`src/rtl/uart_tx_arbiter.sv`:
```
// rtl/uart_tx_arbiter.sv - round-robin, packet-locking arbiter feeding one 8N1 UART transmitter
// Requesters hand bytes over with valid/ready; a locked packet keeps the line until its last byte.

module uart_tx_arbiter #(
    parameter int NUM_REQ      = 4,
    parameter int CLKS_PER_BIT = 434,
    parameter int LOCK_TIMEOUT = 65535
) (
    input  logic                       clk,
    input  logic                       reset,
    input  logic [NUM_REQ-1:0]         req_valid,
    input  logic [8*NUM_REQ-1:0]       req_data,
    input  logic [NUM_REQ-1:0]         req_last,
    output logic [NUM_REQ-1:0]         req_ready,
    output logic                       txd,
    output logic                       busy,
    output logic [$clog2(NUM_REQ)-1:0] grant_id
);

    localparam int IDW = $clog2(NUM_REQ);
    localparam int BW  = $clog2(CLKS_PER_BIT);
    localparam int LCW = (LOCK_TIMEOUT > 1) ? $clog2(LOCK_TIMEOUT) : 1;

    typedef enum logic [1:0] {
        S_IDLE,
        S_START,
        S_DATA,
        S_STOP
    } state_t;

    state_t           state;
    logic [IDW-1:0]   rr;
    logic             lock;
    logic [LCW-1:0]   lock_cnt;
    logic [BW-1:0]    baud_cnt;
    logic [2:0]       bit_cnt;
    logic [7:0]       shreg;

    logic             sel_valid;
    logic [IDW-1:0]   sel_idx;
    logic [NUM_REQ-1:0] ready_vec;
    logic             accept;
    logic             bit_done;

    // Candidate selection: the lock owner alone, otherwise the first valid index after rr.
    always_comb begin
        int k;
        logic [IDW-1:0] cand;
        sel_valid = 1'b0;
        sel_idx   = '0;
        k         = 0;
        cand      = '0;
        if (lock) begin
            sel_valid = req_valid[grant_id];
            sel_idx   = grant_id;
        end else begin
            for (int i = 1; i <= NUM_REQ; i++) begin
                k    = (int'(rr) + i) % NUM_REQ;
                cand = IDW'(k);
                if (!sel_valid && req_valid[cand]) begin
                    sel_valid = 1'b1;
                    sel_idx   = cand;
                end
            end
        end
    end

    assign accept   = (state == S_IDLE) && sel_valid && !reset;
    assign bit_done = (baud_cnt == BW'(CLKS_PER_BIT - 1));

    always_comb begin
        ready_vec = '0;
        if (accept) begin
            ready_vec[sel_idx] = 1'b1;
        end
    end

    assign req_ready = ready_vec;

    always_ff @(posedge clk or posedge reset) begin
        if (reset) begin
            state    <= S_IDLE;
            txd      <= 1'b1;
            busy     <= 1'b0;
            grant_id <= '0;
            rr       <= IDW'(NUM_REQ - 1);
            lock     <= 1'b0;
            lock_cnt <= '0;
            baud_cnt <= '0;
            bit_cnt  <= '0;
            shreg    <= '0;
        end else begin
            case (state)
                S_IDLE: begin
                    baud_cnt <= '0;
                    if (accept) begin
                        shreg    <= req_data[{sel_idx, 3'b000} +: 8];
                        grant_id <= sel_idx;
                        rr       <= sel_idx;
                        lock     <= ~req_last[sel_idx];
                        lock_cnt <= '0;
                        txd      <= 1'b0;
                        busy     <= 1'b1;
                        state    <= S_START;
                    end else if (lock && !req_valid[grant_id] && (LOCK_TIMEOUT != 0)) begin
                        // A stalled owner gives up the line after LOCK_TIMEOUT idle clocks.
                        if (lock_cnt == LCW'(LOCK_TIMEOUT - 1)) begin
                            lock     <= 1'b0;
                            lock_cnt <= '0;
                        end else begin
                            lock_cnt <= lock_cnt + LCW'(1);
                        end
                    end
                end
                S_START: begin
                    if (bit_done) begin
                        baud_cnt <= '0;
                        bit_cnt  <= '0;
                        txd      <= shreg[0];
                        shreg    <= {1'b0, shreg[7:1]};
                        state    <= S_DATA;
                    end else begin
                        baud_cnt <= baud_cnt + BW'(1);
                    end
                end
                S_DATA: begin
                    if (bit_done) begin
                        baud_cnt <= '0;
                        if (bit_cnt == 3'd7) begin
                            txd   <= 1'b1;
                            state <= S_STOP;
                        end else begin
                            bit_cnt <= bit_cnt + 3'd1;
                            txd     <= shreg[0];
                            shreg   <= {1'b0, shreg[7:1]};
                        end
                    end else begin
                        baud_cnt <= baud_cnt + BW'(1);
                    end
                end
                S_STOP: begin
                    if (bit_done) begin
                        baud_cnt <= '0;
                        busy     <= 1'b0;
                        state    <= S_IDLE;
                    end else begin
                        baud_cnt <= baud_cnt + BW'(1);
                    end
                end
                default: begin
                    state <= S_IDLE;
                end
            endcase
        end
    end

endmodule

```
`config.mk`:
```
export PLATFORM = sky130hd
export DESIGN_NAME = uart_tx_arbiter
export DESIGN_NICKNAME = d
export VERILOG_FILES = /design/src/rtl/uart_tx_arbiter.sv
export SDC_FILE = /design/constraint.sdc
export NUM_CORES = 1
export LEC_CHECK = 0
export BUFFER_PORTS_ARGS = -buffer_cell sky130_fd_sc_hd__buf_2
export CORE_MARGIN = 1
export CORE_UTILIZATION = 57
export CTS_CLUSTER_SIZE = 8
export DETAILED_ROUTE_END_ITERATION = 8
export PLACE_DENSITY = 0.89
export SYNTH_ARGS = -nofsm -noshare
export SYNTH_HDL_FRONTEND = slang
export SYNTH_SLANG_ARGS = --single-unit
```
`constraint.sdc`:
```
create_clock -name clk -period 3.06 [get_ports clk]
set_clock_uncertainty 0.05 [all_clocks]
set_input_delay 0.612 -clock clk [delete_from_list [all_inputs] [get_ports clk]]
set_output_delay 0.612 -clock clk [all_outputs]
set_load 0.01 [all_outputs]
```
# [Yosys cells after proc, flatten, opt, wreduce, memory -nomap -nowiden]
# Cells that the tools add are included.
[word_totals] output_inout_bits=8 ff_bits=45
[op_classes] n_reduce_logical=27 magnitude_cmp=7 shift=1 eq_ne=12 n_bitwise=1 addsub=7 muxes=59
[op_table] op="$mux W16" n=3
[op_table] op="$mux W8" n=4
[op_table] op="$shiftx A32 B6 Y8" n=1
[op_table] op="$mux W1" n=24
[op_table] op="$pmux W8 S3" n=1
[op_table] op="$mux W2" n=10
[op_table] op="$lt A2 B3 Y1 const B" n=6
[op_table] op="$pmux W9 S2" n=1
[op_table] op="$add A16 B1 Y16 const B" n=1
[op_table] op="$eq A16 B16 Y1 const B" n=1
[op_table] op="$bmux W1 S2" n=6
[op_table] op="$ne A2 B2 Y1 const B" n=6
[op_table] op="$reduce_and A5 Y1" n=2
[op_table] op="$add A9 B1 Y9 const B" n=1
[op_table] op="$eq A9 B9 Y1 const B" n=1
[op_table] op="$mux W3" n=3
[op_table] op="$mux W9" n=1
[op_table] op="$pmux W2 S4" n=1
[op_table] op="$reduce_and A4 Y1" n=2
[op_table] op="$reduce_bool A2 Y1" n=4
[op_table] op="$logic_and A1 B1 Y1" n=7
[op_table] op="$pmux W3 S2" n=1
[op_table] op="$reduce_and A3 Y1" n=2
[op_table] op="$logic_not A1 Y1" n=5
[op_table] op="16 further kinds" n=20

# [Depth between registers and ports, before layout]
# Gate-level depths: netlist of run 1.
[logic_depth] depth_word=22 depth_mapped=10 mapped_depth_nobuf=8

# [Least setup slack after synthesis of run 1]
# OpenSTA, ideal clock, no wires.
[synth_timing] path_kind="input to output" start="input port req_valid[1]" end="output port req_ready[0]" setup_slack_ps=437 cell_stages=5 required_ps=2398 arrival_ps=1961 n_path_buf=0 cell_sequence="mux4_2 > nor2_1 > nor4b_2 > nand2_1 > nor2_1"
[synth_between] elab_chain_len=21 elab_cells_between_ends=37
[synth_rtl] element="start, declared" line_no="11" text="input logic [NUM_REQ-1:0] req_valid,"
[synth_rtl] element="$bmux W1 S2" line_no="60" text="if (!sel_valid && req_valid[cand]) begin"
[synth_rtl] element="$mux W1 (not written as such)" line_no="60"
[synth_rtl] element="$mux W1" line_no="60"
[synth_rtl] element="$mux W1" line_no="53" text="if (lock) begin"
[synth_rtl] element="$logic_not A1 Y1" line_no="60"
[synth_rtl] element="$logic_and A1 B1 Y1" line_no="60"
[synth_rtl] element="$mux W1" line_no="60"
[synth_rtl] element="$mux W1" line_no="53"
[synth_rtl] element="[5 not listed]"
[synth_rtl] element="$logic_and A1 B1 Y1" line_no="60"
[synth_rtl] element="$mux W2" line_no="60"
[synth_rtl] element="$mux W2" line_no="53"
[synth_rtl] element="$lt A2 B3 Y1 (not written as such) / $ge A2 B1 Y1 (equally long branches)" line_no="74" text="ready_vec[sel_idx] = 1'b1;"
[synth_rtl] element="$logic_and A1 B1 Y1 (not written as such)" line_no="74"
[synth_rtl] element="$mux W1 (not written as such)" line_no="74"
[synth_rtl] element="$demux W1 S2" line_no="74"
[synth_rtl] element="$mux W4 (*)" line_no="73" text="if (accept) begin"
[synth_rtl] element="end, declared" line_no="14" text="output logic [NUM_REQ-1:0] req_ready,"
# Every way passes the cells marked *; elsewhere a longest branch is shown, timed or not. The select of a mux whose other input is x is not followed.

# [Final worst setup path of run 1]
[layout_timing] start="register grant_id[0]" end="output port req_ready[0]"
[layout_between] elab_chain_len=6 elab_cells_between_ends=12
[layout_rtl] element="start, declared" line_no="17" text="output logic [$clog2(NUM_REQ)-1:0] grant_id"
[layout_rtl] element="start signal, assigned" line_no="98" text="grant_id <= sel_idx;"
[layout_rtl] element="$mux W2 / $bmux W1 S2 (equally long branches)" line_no="53, 54"
[layout_rtl] element="$lt A2 B3 Y1 (not written as such) (tied with other cells)" line_no="74"
[layout_rtl] element="$logic_and A1 B1 Y1 (not written as such) / $mux W1 (equally long branches)" line_no="74, 53"
[layout_rtl] element="$mux W1 (not written as such) / $logic_and A1 B1 Y1 (equally long branches)" line_no="74, 68"
[layout_rtl] element="$demux W1 S2 / $logic_and A1 B1 Y1 (equally long branches)" line_no="74, 68"
[layout_rtl] element="$mux W4 (*)" line_no="73"
# Marks and branches as above.

==> reports/results.ini, run 1 <==
[run_status]
status=finished clean

[logic_synthesis]
synth_top_family_by_area=simple AND/OR/NAND/NOR gates
synthXorXnorAreaFrac_pct=5.76
synthCells=354
ys_seq_elements=45
yosys.cell_types.count=56
asyncSetResetFlopFracSynth_pct=100
synth_compound_area_share_pct=20.9
synth_common_cells=nor2_1, nand2_1, dfrtp_1
yosys.area.top_type=dfrtp_1
synthMuxAreaShare_pct=3.58
yosys.area_share.simple_pct=24.3
yosysMostFrequentCell=nor2_1
ys_top_cells_by_area=dfrtp_1, nor2_1, nand2_1
yosys_warnings=0
synth_top_area_share_pct=34.5
seq_area_frac_synth_pct=37.1
synth_ff_type=dfrtp_1
syn_nets=407
synth-edff-count=0
yosys.area_share.adder_pct=4.52
synth_area_mm2=0.00304
syn_area_per_cell_um2=8.60

[sta]
finalSetupViolations=0
slew_headroom_pct=57.5
grt_setup_unrepaired=false
fmax_mhz=343
min_period_ns=2.92
period_share_pct=95.4
slew_viol_final=0
holdWs_ns=0.223
hold_viol=0
worstMarginPinSlew_ns=0.638
setup_ws_ns=0.141

[worst_setup_path]
cp_cell_sequence=mux4_2 > nor2_1 > nor4b_4 > nand2_1 > nor2_1 > buf_2
arrival_ns=2.26
r2r_start=baud_cnt[3]
crit_path_frequent_cell=nor2_1
slowest_delay_ns=0.56
worstPathMaxFanout=10
setup.worst_path.start=grant_id[0]
cp.depth=6
cp_num_buf_inv=1
crit_family=simple AND/OR/NAND/NOR gates
ff2ff_setup_slack_ns=0.45
reg2reg_to=shreg[3]
worstSetupStartpointType=register
end_kind=output pin
crit_path_end=req_ready[0]
ff2ff_path_depth=7
critPathSlowestCell=nor4b_4
critPathKind=reg2out
cp.required_ns=2.40

[global_route]
grt_pass1_wl_mm=12.0
grt_remaining_overflow=0
grt_pass1_vias=2797
grt_antenna_before_repair=0
grt_max_degree=41
grt_usage_pct=28.2

[placement]
postPlaceCellArea_mm2=0.00337
place_hpwl_mm=5.20
place_congestion=0.953
dp.cells=465
portBuffers=49
post-place-ws_ns=-0.0183

[routing]
drc=0
wl_per_cell_um=14.9
ant_nets=0
drt_iter0_drc=174
vias=2837
finalWirelength_mm=7.03
viasPerCell=6.00
drtPass1Iterations=4

[layout]
drive_gt1_share_pct=21.3
fin_cells=473
nNetsFinal=455
num_antenna_cells=0
areaGrowthSynthToFinish_pct=14.1
design_area_mm2=0.00347
final_util_pct=67.5

[power_and_ir_drop]
leakagePower_uw=0.00162
p_per_area_mw_per_mm2=901
peakVddDrop_mv=0.700

[clock_network]
root_buffer=clkbuf_8
h-tree-depth=2
cts_setup_buffers=0
cts_buffers=5
cts_tree=done
cts_sinks=45
clk_latency_ns=0.30
clockBufferDepth=2
cts_resized=1
clk_pin_slew_worst_paths_ns=0.08
cts_hold_buf=0

[worst_hold_path]
hold_path_class=in2async

[floorplanning]
fp.dieH_um=75.1
core_area_mm2=0.00514
start_util_pct=59.2
dieArea_mm2=0.00563
die_w_um=75.1
row_count=26
pin_count=50

[run]
maxCapViolations=0

## flip-flops by register name (all words and copies together) (netlist names)
register	cells
grant_id	2
state	2
lock_cnt	16
baud_cnt	9
rr	2
txd	1
lock	1
bit_cnt	3
shreg	8
busy	1
## cell type report
type	instances	area, µm²
multi-input cells	281	1810
fillers	448	1670
flip-flops and latches	45	1130
repair buffers	59	320
well taps	70	87.6
clock buffers	6	72.6
inverters	10	37.5
clock inverters	2	15.0
## metal layers
| metal | global-route usage [%] | wire length (µm) | vias to the layer above |
|---|---|---|---|
| met1 | 32.9 | 2920 | 1349 |
| met2 | 48.5 | 3500 | 85 |
| li1 | - | - | 1372 |
| met3 | 6.16 | 341 | 31 |
| met5 | 0 | 0 | - |
| met4 | 14.7 | 261 | 0 |
## power breakdown
part / switching (µW) / internal (µW)
sequential: 174 / 795
combinational: 1030 / 769
clock: 200 / 161
## cell families (layout without fill, tap and decap cells)
family          count (synthesis)  count (layout)
flops                          45              45
mux                             9               9
compound gates                 84              84
simple gates                  157             157
buf+inv                        28              77
xor+xnor                       20              20
fa+ha+maj                      11              11
## metrics by stage
| stage | power [µW] | setup TNS [ns] |
|---|---|---|
| finish | 3130 | 0 |
| detailed placement | 2750 | -0.0183 |
| floorplan | 2330 | 0 |
| CTS | 3140 | 0 |
| global route | 3390 | 0 |
| global placement | 2650 | 0 |
## worst min path at each step
stage                startpoint          end  cells after the start
floorplan           baud_cnt[0]  baud_cnt[0]                      1
CTS                       reset         lock                      2
detailed placement  baud_cnt[0]  baud_cnt[0]                      1
global route              reset  grant_id[1]                      2
finish                    reset         lock                      2
global placement    baud_cnt[0]  baud_cnt[0]                      1
## placed cells by master (no fill, tap or decap), types with 6 or more instances in the layout
| cell | netlist | layout |
|---|---|---|
| a221o_1 | 6 | 6 |
| a31oi_1 | 11 | 11 |
| xnor2_1 | 15 | 15 |
| ha_1 | 11 | 11 |
| buf_4 | 0 | 10 |
| nand3_1 | 7 | 7 |
| nand4_1 | 6 | 6 |
| dfrtp_1 | 42 | 42 |
| nor2_1 | 50 | 50 |
| o21ai_0 | 22 | 22 |
| nand2_1 | 46 | 46 |
| o211a_1 | 7 | 7 |
| inv_1 | 10 | 10 |
| nor3_1 | 20 | 20 |
| buf_2 | 1 | 49 |
(Power assumes the default switching activity.)
==> run 2: changes to the inputs <==
ABC_CLOCK_PERIOD_IN_PS = 3060   (was unset)
BUFFER_PORTS_ARGS = -buffer_cell sky130_fd_sc_hd__clkbuf_2   (was -buffer_cell sky130_fd_sc_hd__buf_2)
REMOVE_ABC_BUFFERS = 1   (was unset)
==> reports/results.ini, run 2 (synthesis results as in run 1) <==
[layout]
nNetsFinal=458
final_common_cell=nor2_1
fin_cells=476
num_antenna_cells=0
drive_gt1_share_pct=21.9
top_register=lock_cnt
largest_reg_flops=16
areaGrowthSynthToFinish_pct=15.6
reg_top3=lock_cnt: 16 flops, baud_cnt: 9 flops, shreg: 8 flops
mostFrequentLayoutCells=nor2_1, clkbuf_2, nand2_1, dfrtp_1, o21ai_0

[power_and_ir_drop]
leakagePower_uw=0.00166
peakVddDrop_mv=0.692
total_power_uw=3260
p_per_area_mw_per_mm2=927

[worst_setup_path]
cp.required_ns=2.40
slowest_delay_ns=0.56
worstPathMaxFanout=12
cp_cell_sequence=inv_1 > and3_1 > nor4b_4 > nand2_1 > nor2_1 > clkbuf_2
critPathKind=reg2out
ff2ff_path_depth=7
crit_family=simple AND/OR/NAND/NOR gates
cp_num_buf_inv=2
reg2reg_to=shreg[0]
arrival_ns=2.25
worstSetupStartpointType=register
end_kind=output pin
ff2ff_setup_slack_ns=0.52
r2r_start=baud_cnt[3]
critPathSlowestCell=dfrtp_1

[run]
maxCapViolations=0

[clock_network]
clockBufferDepth=2
cts_buffers=5
root_buffer=clkbuf_8
h-tree-depth=2
clk_pin_slew_worst_paths_ns=0.08
cts_sinks=45
cts_tree=done
clk_latency_ns=0.30

[routing]
vias=2919
viasPerCell=6.13
drt_iter0_drc=159
drc=0
drtPass1Iterations=5
wl_per_cell_um=15.8
finalWirelength_mm=7.50
ant_nets=0

[floorplanning]
fp.dieH_um=75.1
start_util_pct=59.2
pin_count=50
row_count=26
die_w_um=75.1
core_area_mm2=0.00514
dieArea_mm2=0.00563

[sta]
slew_viol_final=0
min_period_ns=2.91
period_share_pct=95.0
hold_viol=0
fmax_mhz=344
worstMarginPinSlew_ns=0.570
holdWs_ns=0.455
slew_headroom_pct=62.0
grt_setup_unrepaired=false
finalSetupViolations=0

[global_route]
grt_antenna_before_repair=0
grt_max_degree=46
grt_pass1_vias=2745
grt_usage_pct=28.5
grt_remaining_overflow=0
grt_pass1_wl_mm=12.2

[worst_hold_path]
hold_path_class=reg2reg
hold_start=baud_cnt[0]
hold_end=baud_cnt[0]
holdPathStages=1

[placement]
dp.cells=466
portBuffers=49
place_congestion=0.883
place_hpwl_mm=5.43

[run_status]
status=finished clean

[run 2: cell types whose count changed in the layout (fill, tap and decap cells not counted)]
cell	before	now
buf_2	49	0
buf_4	10	13
bufinv_16	0	1
clkbuf_2	0	49
clkinv_4	0	1
clkinvlp_4	2	0
[run 2: repair_timing]
| item | in CTS | in global routing |
|---|---|---|
| setup endpoints to repair | 4 | 4 |
| pin swaps | 0 | 1 |
| buffers inserted | 0 | 2 |
| hold buffers | 0 | 0 |
| resized for setup | 1 | 0 |
[run 2: layer usage]
layer	part of all wire [%]	up-vias	track usage [%]	wire length, µm
met5	0	-	0	0
li1	-	1385	-	-
met2	51	109	51.6	3820
met4	1.7	0	8.18	125
met3	5.0	13	6.29	378
met1	42	1412	34.1	3180
[run 2: power by group]
group          internal, µW  switching (µW)
combinational           784            1030
clock                   245             206
sequential              794             199
total                  1820            1440
[run 2: cell type report]
type,instances,area (µm²)
Fill cell,432,1620
Sequential cell,45,1130
Tap cell,70,87.6
Clock inverter,2,38.8
Inverter,10,37.5
Multi-Input combinational cell,281,1810
Timing Repair Buffer,62,343
Clock buffer,6,72.6
[run 2: how the worst max path moves through the flow]
stage / cells after the start / from / end
after detailed placement: 7 / req_valid[1] / req_ready[1]
after global routing: 6 / lock / req_ready[1]
after global placement: 7 / req_valid[1] / req_ready[1]
final: 6 / lock / req_ready[1]
after CTS: 6 / lock / req_ready[1]
after floorplan: 5 / req_valid[1] / req_ready[1]
[run 2: per-stage QoR]
step,worst slack [ns],utilization (%),setup TNS [ns],instance area (µm²)
6_report,0.152,68.4,0,3520
5_1_grt,0.00859,68.4,0,3520
4_1_cts,0.0373,68.1,0,3500
3_5_place_dp,-0.101,65.8,-0.240,3380
2_1_floorplan,0.0639,-,0,2970
3_3_place_gp,0.0182,65.8,0,3380
